File: src/rtl/push_pop_seq.sv
// Thumb PUSH/POP sequencer: one 32-bit stack transfer per listed register, then one SP writeback.
// Optional build macro PUSH_POP_ALIGN_CHECK_EN: fault on a misaligned sp_in instead of masking sp_in[1:0].
module push_pop_seq #(
    parameter int unsigned BUS_TIMEOUT = 16
) (
    input  logic        clk,
    input  logic        rst,
    input  logic        start,
    input  logic        is_pop,
    input  logic [7:0]  reg_list,
    input  logic        extra,
    input  logic [31:0] sp_in,
    input  logic [31:0] rd_data,
    output logic [3:0]  reg_addr,
    output logic [31:0] w_Rd,
    output logic        ld_rd,
    output logic [31:0] w_PC,
    output logic        ld_pc,
    output logic [31:0] w_SP,
    output logic        ld_sp,
    output logic        mem_req,
    output logic        mem_we,
    output logic [31:0] mem_addr,
    output logic [31:0] mem_wdata,
    input  logic [31:0] mem_rdata,
    input  logic        mem_ready,
    output logic        busy,
    output logic        done,
    output logic        fault
);

    localparam int unsigned TW = (BUS_TIMEOUT > 1) ? $clog2(BUS_TIMEOUT) : 1;

    typedef enum logic [1:0] {
        S_IDLE,
        S_CALC,
        S_XFER,
        S_SPWB
    } state_e;

    state_e        state_q, state_d;
    logic          is_pop_q, is_pop_d;
    logic [8:0]    rem_q, rem_d;      // bit 8 = LR (PUSH) or PC (POP)
    logic [31:0]   sp_q, sp_d;
    logic [31:0]   addr_q, addr_d;
    logic [31:0]   final_sp_q, final_sp_d;
    logic [TW-1:0] wait_q, wait_d;
    logic          pc_bad_q, pc_bad_d;

    logic [3:0]    count;
    logic [3:0]    cur_idx;
    logic [31:0]   four_n;
    logic [31:0]   base;
    logic          misaligned;
    logic          timeout;

`ifdef PUSH_POP_ALIGN_CHECK_EN
    assign misaligned = (sp_q[1:0] != 2'b00);
`else
    logic sp_lsb_unused;
    assign sp_lsb_unused = ^sp_in[1:0];
    assign misaligned    = 1'b0;
`endif

    // Lowest pending register is always serviced first, so R14/R15 (bit 8) go last.
    always_comb begin
        cur_idx = 4'd0;
        count   = 4'd0;
        for (int i = 8; i >= 0; i--) begin
            if (rem_q[i]) cur_idx = 4'(i);
        end
        for (int i = 0; i < 9; i++) begin
            count = count + {3'b000, rem_q[i]};
        end
    end

    assign four_n  = {26'd0, count, 2'b00};
    assign base    = is_pop_q ? sp_q : sp_q - four_n;
    assign timeout = (BUS_TIMEOUT != 0) && !mem_ready && (wait_q == TW'(BUS_TIMEOUT - 1));

    // NOTE: every output and next-state value gets a default first so no path can infer a latch.
    always_comb begin
        state_d    = state_q;
        is_pop_d   = is_pop_q;
        rem_d      = rem_q;
        sp_d       = sp_q;
        addr_d     = addr_q;
        final_sp_d = final_sp_q;
        wait_d     = wait_q;
        pc_bad_d   = pc_bad_q;

        reg_addr   = 4'd0;
        w_Rd       = 32'd0;
        ld_rd      = 1'b0;
        w_PC       = 32'd0;
        ld_pc      = 1'b0;
        w_SP       = 32'd0;
        ld_sp      = 1'b0;
        mem_req    = 1'b0;
        mem_we     = 1'b0;
        mem_addr   = 32'd0;
        mem_wdata  = 32'd0;
        busy       = 1'b0;
        done       = 1'b0;
        fault      = 1'b0;

        unique case (state_q)
            S_IDLE: begin
                if (start) begin
                    is_pop_d = is_pop;
                    rem_d    = {extra, reg_list};
`ifdef PUSH_POP_ALIGN_CHECK_EN
                    sp_d     = sp_in;
`else
                    sp_d     = {sp_in[31:2], 2'b00};
`endif
                    state_d  = S_CALC;
                end
            end

            S_CALC: begin
                busy = 1'b1;
                if (count == 4'd0 || misaligned) begin
                    fault   = 1'b1;
                    state_d = S_IDLE;
                end else begin
                    addr_d     = base;
                    final_sp_d = is_pop_q ? sp_q + four_n : base;
                    wait_d     = '0;
                    pc_bad_d   = 1'b0;
                    state_d    = S_XFER;
                end
            end

            S_XFER: begin
                busy     = 1'b1;
                mem_req  = 1'b1;
                mem_we   = ~is_pop_q;
                mem_addr = addr_q;
                reg_addr = (cur_idx == 4'd8) ? (is_pop_q ? 4'd15 : 4'd14) : cur_idx;
                if (!is_pop_q) mem_wdata = rd_data;

                if (mem_ready) begin
                    if (is_pop_q) begin
                        if (cur_idx == 4'd8) begin
                            ld_pc    = 1'b1;
                            w_PC     = {mem_rdata[31:1], 1'b0};
                            pc_bad_d = ~mem_rdata[0];
                        end else begin
                            ld_rd = 1'b1;
                            w_Rd  = mem_rdata;
                        end
                    end
                    rem_d  = rem_q & (rem_q - 9'd1);
                    addr_d = addr_q + 32'd4;
                    wait_d = '0;
                    if ((rem_q & (rem_q - 9'd1)) == 9'd0) state_d = S_SPWB;
                end else if (timeout) begin
                    fault   = 1'b1;
                    state_d = S_IDLE;
                end else begin
                    wait_d = wait_q + TW'(1);
                end
            end

            S_SPWB: begin
                busy    = 1'b1;
                ld_sp   = 1'b1;
                w_SP    = final_sp_q;
                done    = 1'b1;
                fault   = pc_bad_q;  // loaded PC without the Thumb bit
                state_d = S_IDLE;
            end

            default: state_d = S_IDLE;
        endcase
    end

    // NOTE: sequential state uses non-blocking assignments so all flops update from pre-edge values.
    always_ff @(posedge clk) begin
        if (rst) begin
            state_q    <= S_IDLE;
            is_pop_q   <= 1'b0;
            rem_q      <= 9'd0;
            sp_q       <= 32'd0;
            addr_q     <= 32'd0;
            final_sp_q <= 32'd0;
            wait_q     <= '0;
            pc_bad_q   <= 1'b0;
        end else begin
            state_q    <= state_d;
            is_pop_q   <= is_pop_d;
            rem_q      <= rem_d;
            sp_q       <= sp_d;
            addr_q     <= addr_d;
            final_sp_q <= final_sp_d;
            wait_q     <= wait_d;
            pc_bad_q   <= pc_bad_d;
        end
    end

endmodule

File: config.mk
export PLATFORM = sky130hd
export DESIGN_NAME = push_pop_seq
export DESIGN_NICKNAME = d
export VERILOG_FILES = /design/src/rtl/push_pop_seq.sv
export SDC_FILE = /design/constraint.sdc
export NUM_CORES = 1
export LEC_CHECK = 0
export CORE_MARGIN = 10
export CORE_UTILIZATION = 47
export CTS_CLUSTER_DIAMETER = 150
export DETAILED_ROUTE_END_ITERATION = 16
export PLACE_DENSITY = 0.9
export SLEW_MARGIN = 15
export SYNTH_ARGS = -nofsm -noshare
export SYNTH_HDL_FRONTEND = slang
export SYNTH_SLANG_ARGS = --single-unit
File: constraint.sdc
create_clock -name clk -period 5.6 [get_ports clk]
set_clock_uncertainty 0.15 [all_clocks]
set_input_delay 0.56 -clock clk [delete_from_list [all_inputs] [get_ports clk]]
set_output_delay 0.56 -clock clk [all_outputs]
set_load 0.02 [all_outputs]
==> results of run 1 <==
stage by stage:
stage	std cells	instance area [um2]	setup WS, ps
after CTS	1568	11300	59.8
final	1568	11300	175
after floorplan	1140	8210	559
after detailed placement	1553	11000	299
after global placement	1553	11000	374
after global routing	1568	11300	54.8
tightest hold or removal path, stage by stage (launching register included):
cell	delay, ps
dfxtp_1	310
nand2_1	50
a21oi_1	50
kinds of logic (layout without fill, tap and decap cells):
group	Yosys count	after routing	share of synthesized area, %
multiplexers	4	4	0.504
flip-flops	107	107	26.1
AO/OA/AOI/OAI	244	244	18.9
other	1	5	0.0458
buffers and inverters	138	341	6.79
adder cells (fa/ha/maj)	23	23	4.12
AND/OR/NAND/NOR	591	591	40.5
XOR/XNOR	28	28	2.99
state kept, by name, summed over array words and instances, names as in the netlist:
signal and count:
addr_q 30, final_sp_q 30, sp_q 30, rem_q 9, wait_q 4, state_q 2, is_pop_q 1, pc_bad_q 1
placed cells by master (no fill, tap or decap), types with 6 or more instances in the layout:
cell type        count
xor2_1               9
o21ai_0             44
or3_1               15
o211ai_1             7
ha_1                15
or4_1               14
nand2b_1             8
and2_1              98
dfxtp_1            107
clkdlybuf4s50_1    272
a31oi_1             15
nand3_1             42
clkbuf_16            9
nand2_1            126
nand4_1             24
a2111oi_0            7
or2_2                6
a21oi_1             92
and4_1               6
nor3_1              38
and3_1              74
nor4_1              16
fa_1                 7
buf_4               20
o22ai_1              7
a211oi_1             9
nand4b_1            10
xnor2_1             19
nor2_1              61
nand3b_1            24
inv_1               31
nor3b_1              8
worst min path at each step:
stage | endpoint | start
after floorplan | final_sp_q[21] | final_sp_q[21]
after global placement | final_sp_q[7] | final_sp_q[7]
after detailed placement | final_sp_q[29] | final_sp_q[29]
after CTS | final_sp_q[29] | final_sp_q[29]
after global routing | final_sp_q[6] | final_sp_q[6]
final | final_sp_q[29] | final_sp_q[29]
power breakdown:
part           total [mW]  switching [mW]  internal [mW]  leakage (nW)
logic                1.25           0.746          0.506          3.28
clock network       0.648           0.280          0.368         0.146
registers           0.992           0.137          0.855         0.872
synthesized netlist by cell type (24+ instances only):
| library cell | n | area (um2) |
|---|---|---|
| nor3_1 | 38 | 190 |
| nand2_1 | 127 | 477 |
| dfxtp_1 | 107 | 2140 |
| nand3b_1 | 24 | 180 |
| clkbuf_1 | 85 | 319 |
| and2_1 | 98 | 613 |
| inv_1 | 31 | 116 |
| nand3_1 | 42 | 210 |
| nor2_1 | 62 | 233 |
| a21oi_1 | 92 | 460 |
| and3_1 | 74 | 463 |
| o21ai_0 | 45 | 225 |
| nand4_1 | 24 | 150 |
final cells by class:
cell class / instances / area, um2
clock buffer: 13 / 260
timing repair buffer: 294 / 2910
clock inverter: 2 / 35.0
multi-input combinational: 895 / 5520
fill: 1511 / 5910
tap: 225 / 282
inverter: 32 / 120
sequential: 107 / 2140
metal layers:
layer	routed length, um	share of wire, %	track usage (%)
met2	14200	46	39.9
met3	2830	9.3	6.55
met4	519	1.7	6.24
met5	0	0	0
met1	13100	43	32.5
==> results.ini, run 1 <==
[die]
initial_core_util_pct = 47.7
num_rows = 48
core-area_um2 = 17200
die_w_um = 152
die_y_um = 152
dieArea_um2 = 23100
ioPinCount = 282

[place]
portBuffers = 274
hpwl_um = 23100
place_congestion = 0.968

[final_layout]
drive_gt1_share_pct = 4.54
num-nets-final = 1471
area_growth_pct = 37.4
fin_util_pct = 65.6
diodes = 0

[clock_network]
cts.sinks = 107
h-tree-depth = 3
root_buffer = clkbuf_16
insertion_delay_ps = 360
hold_buffers = 0
cts_post_setup_buffers_inserted = 0
cts.path.max_buffers = 2
cts_resized = 0
cts_made_buffers = 9
cts_tree = built
clk_pin_slew_ps = 70

[timing]
rsz0062_at_grt = no
fin_crit_ps = 5430
tns_ps = 0
hold_violations = 0
fin_crit_sh_pct = 96.9
worst_hold_slack_ps = 300
worst_slew_pin_slew_ps = 1110
slew_headroom_pct = 25.7
setup_viol = 0
max_freq_ghz = 0.184
drv_slew = 0

[worst_setup_path]
path_common_cell = fa_1
worstPathMaxFanout = 7
cp-startpoint = rem_q[0]
crit_required_ps = 5660
critPathArrivalTime_ps = 5480
cp-endpoint = addr_q[30]
path_cells = fa_1 -> inv_1 -> fa_1 -> fa_1 -> fa_1 -> fa_1 -> fa_1 -> nor2b_1 -> o21a_1 -> or3_1 -> o31a_1 -> o21ai_0 -> a31oi_1
r2r_cells = 13
r2r_end = addr_q[30]
path_depth = 13
r2r_start = rem_q[0]
slowest_stage = fa_1
crit_buf_inv = 1
path_class = register to register
slowest_delay_ps = 560
end_kind = register
start_kind = register
critPathTopFamily = adder cells
rrSetupSlack_ps = 170

[synthesis]
synth-seq-cells = 107
synthFlopType = dfxtp_1
syn_area_per_cell_um2 = 7.22
syn_area_um2 = 8200
synth_edf_count = 0
ys_async_sr_fraction_pct = 0
yosysWarningCount = 0
yosysUniqueCellTypes = 75
synth-seq-area-share_pct = 26.1
syn_inst = 1136

[outcome]
status = complete, no violations

[grt]
grt_util_all_layers_pct = 24.9
grt_pass1_wl_um = 48100
grt_pass1_vias = 8597
grt_overflow = 0
antenna_found_initial = 0
grt_max_degree = 97

[route]
initialDrtViolationCount = 1160
wl_per_cell_um = 19.5
viasPerCell = 5.97
ant_nets = 0
drc = 0
drtPass1Iterations = 7
num_vias = 9355
routed_wl_um = 30600

[min_path]
hold_depth = 2
hp-class = register to register

[power]
irDropWorstVdd_uv = 202
power_leakage_nw = 4.29
power.total_mw = 2.89
power.density_nw_per_um2 = 257

[job]
max_cap_viol_count = 0

Note: power is estimated with default switching activity, not from simulation.
==> run 2: changes to the inputs <==
--- a/config.mk
+++ b/config.mk
@@ -10,6 +10,7 @@
 export CTS_CLUSTER_DIAMETER = 150
 export DETAILED_ROUTE_END_ITERATION = 16
 export PLACE_DENSITY = 0.9
+export SKIP_LAST_GASP = 1
 export SLEW_MARGIN = 15
 export SYNTH_ARGS = -nofsm -noshare
 export SYNTH_HDL_FRONTEND = slang
==> results of run 2 <==
Final layout, timing and power as in run 1 (identical DEF).
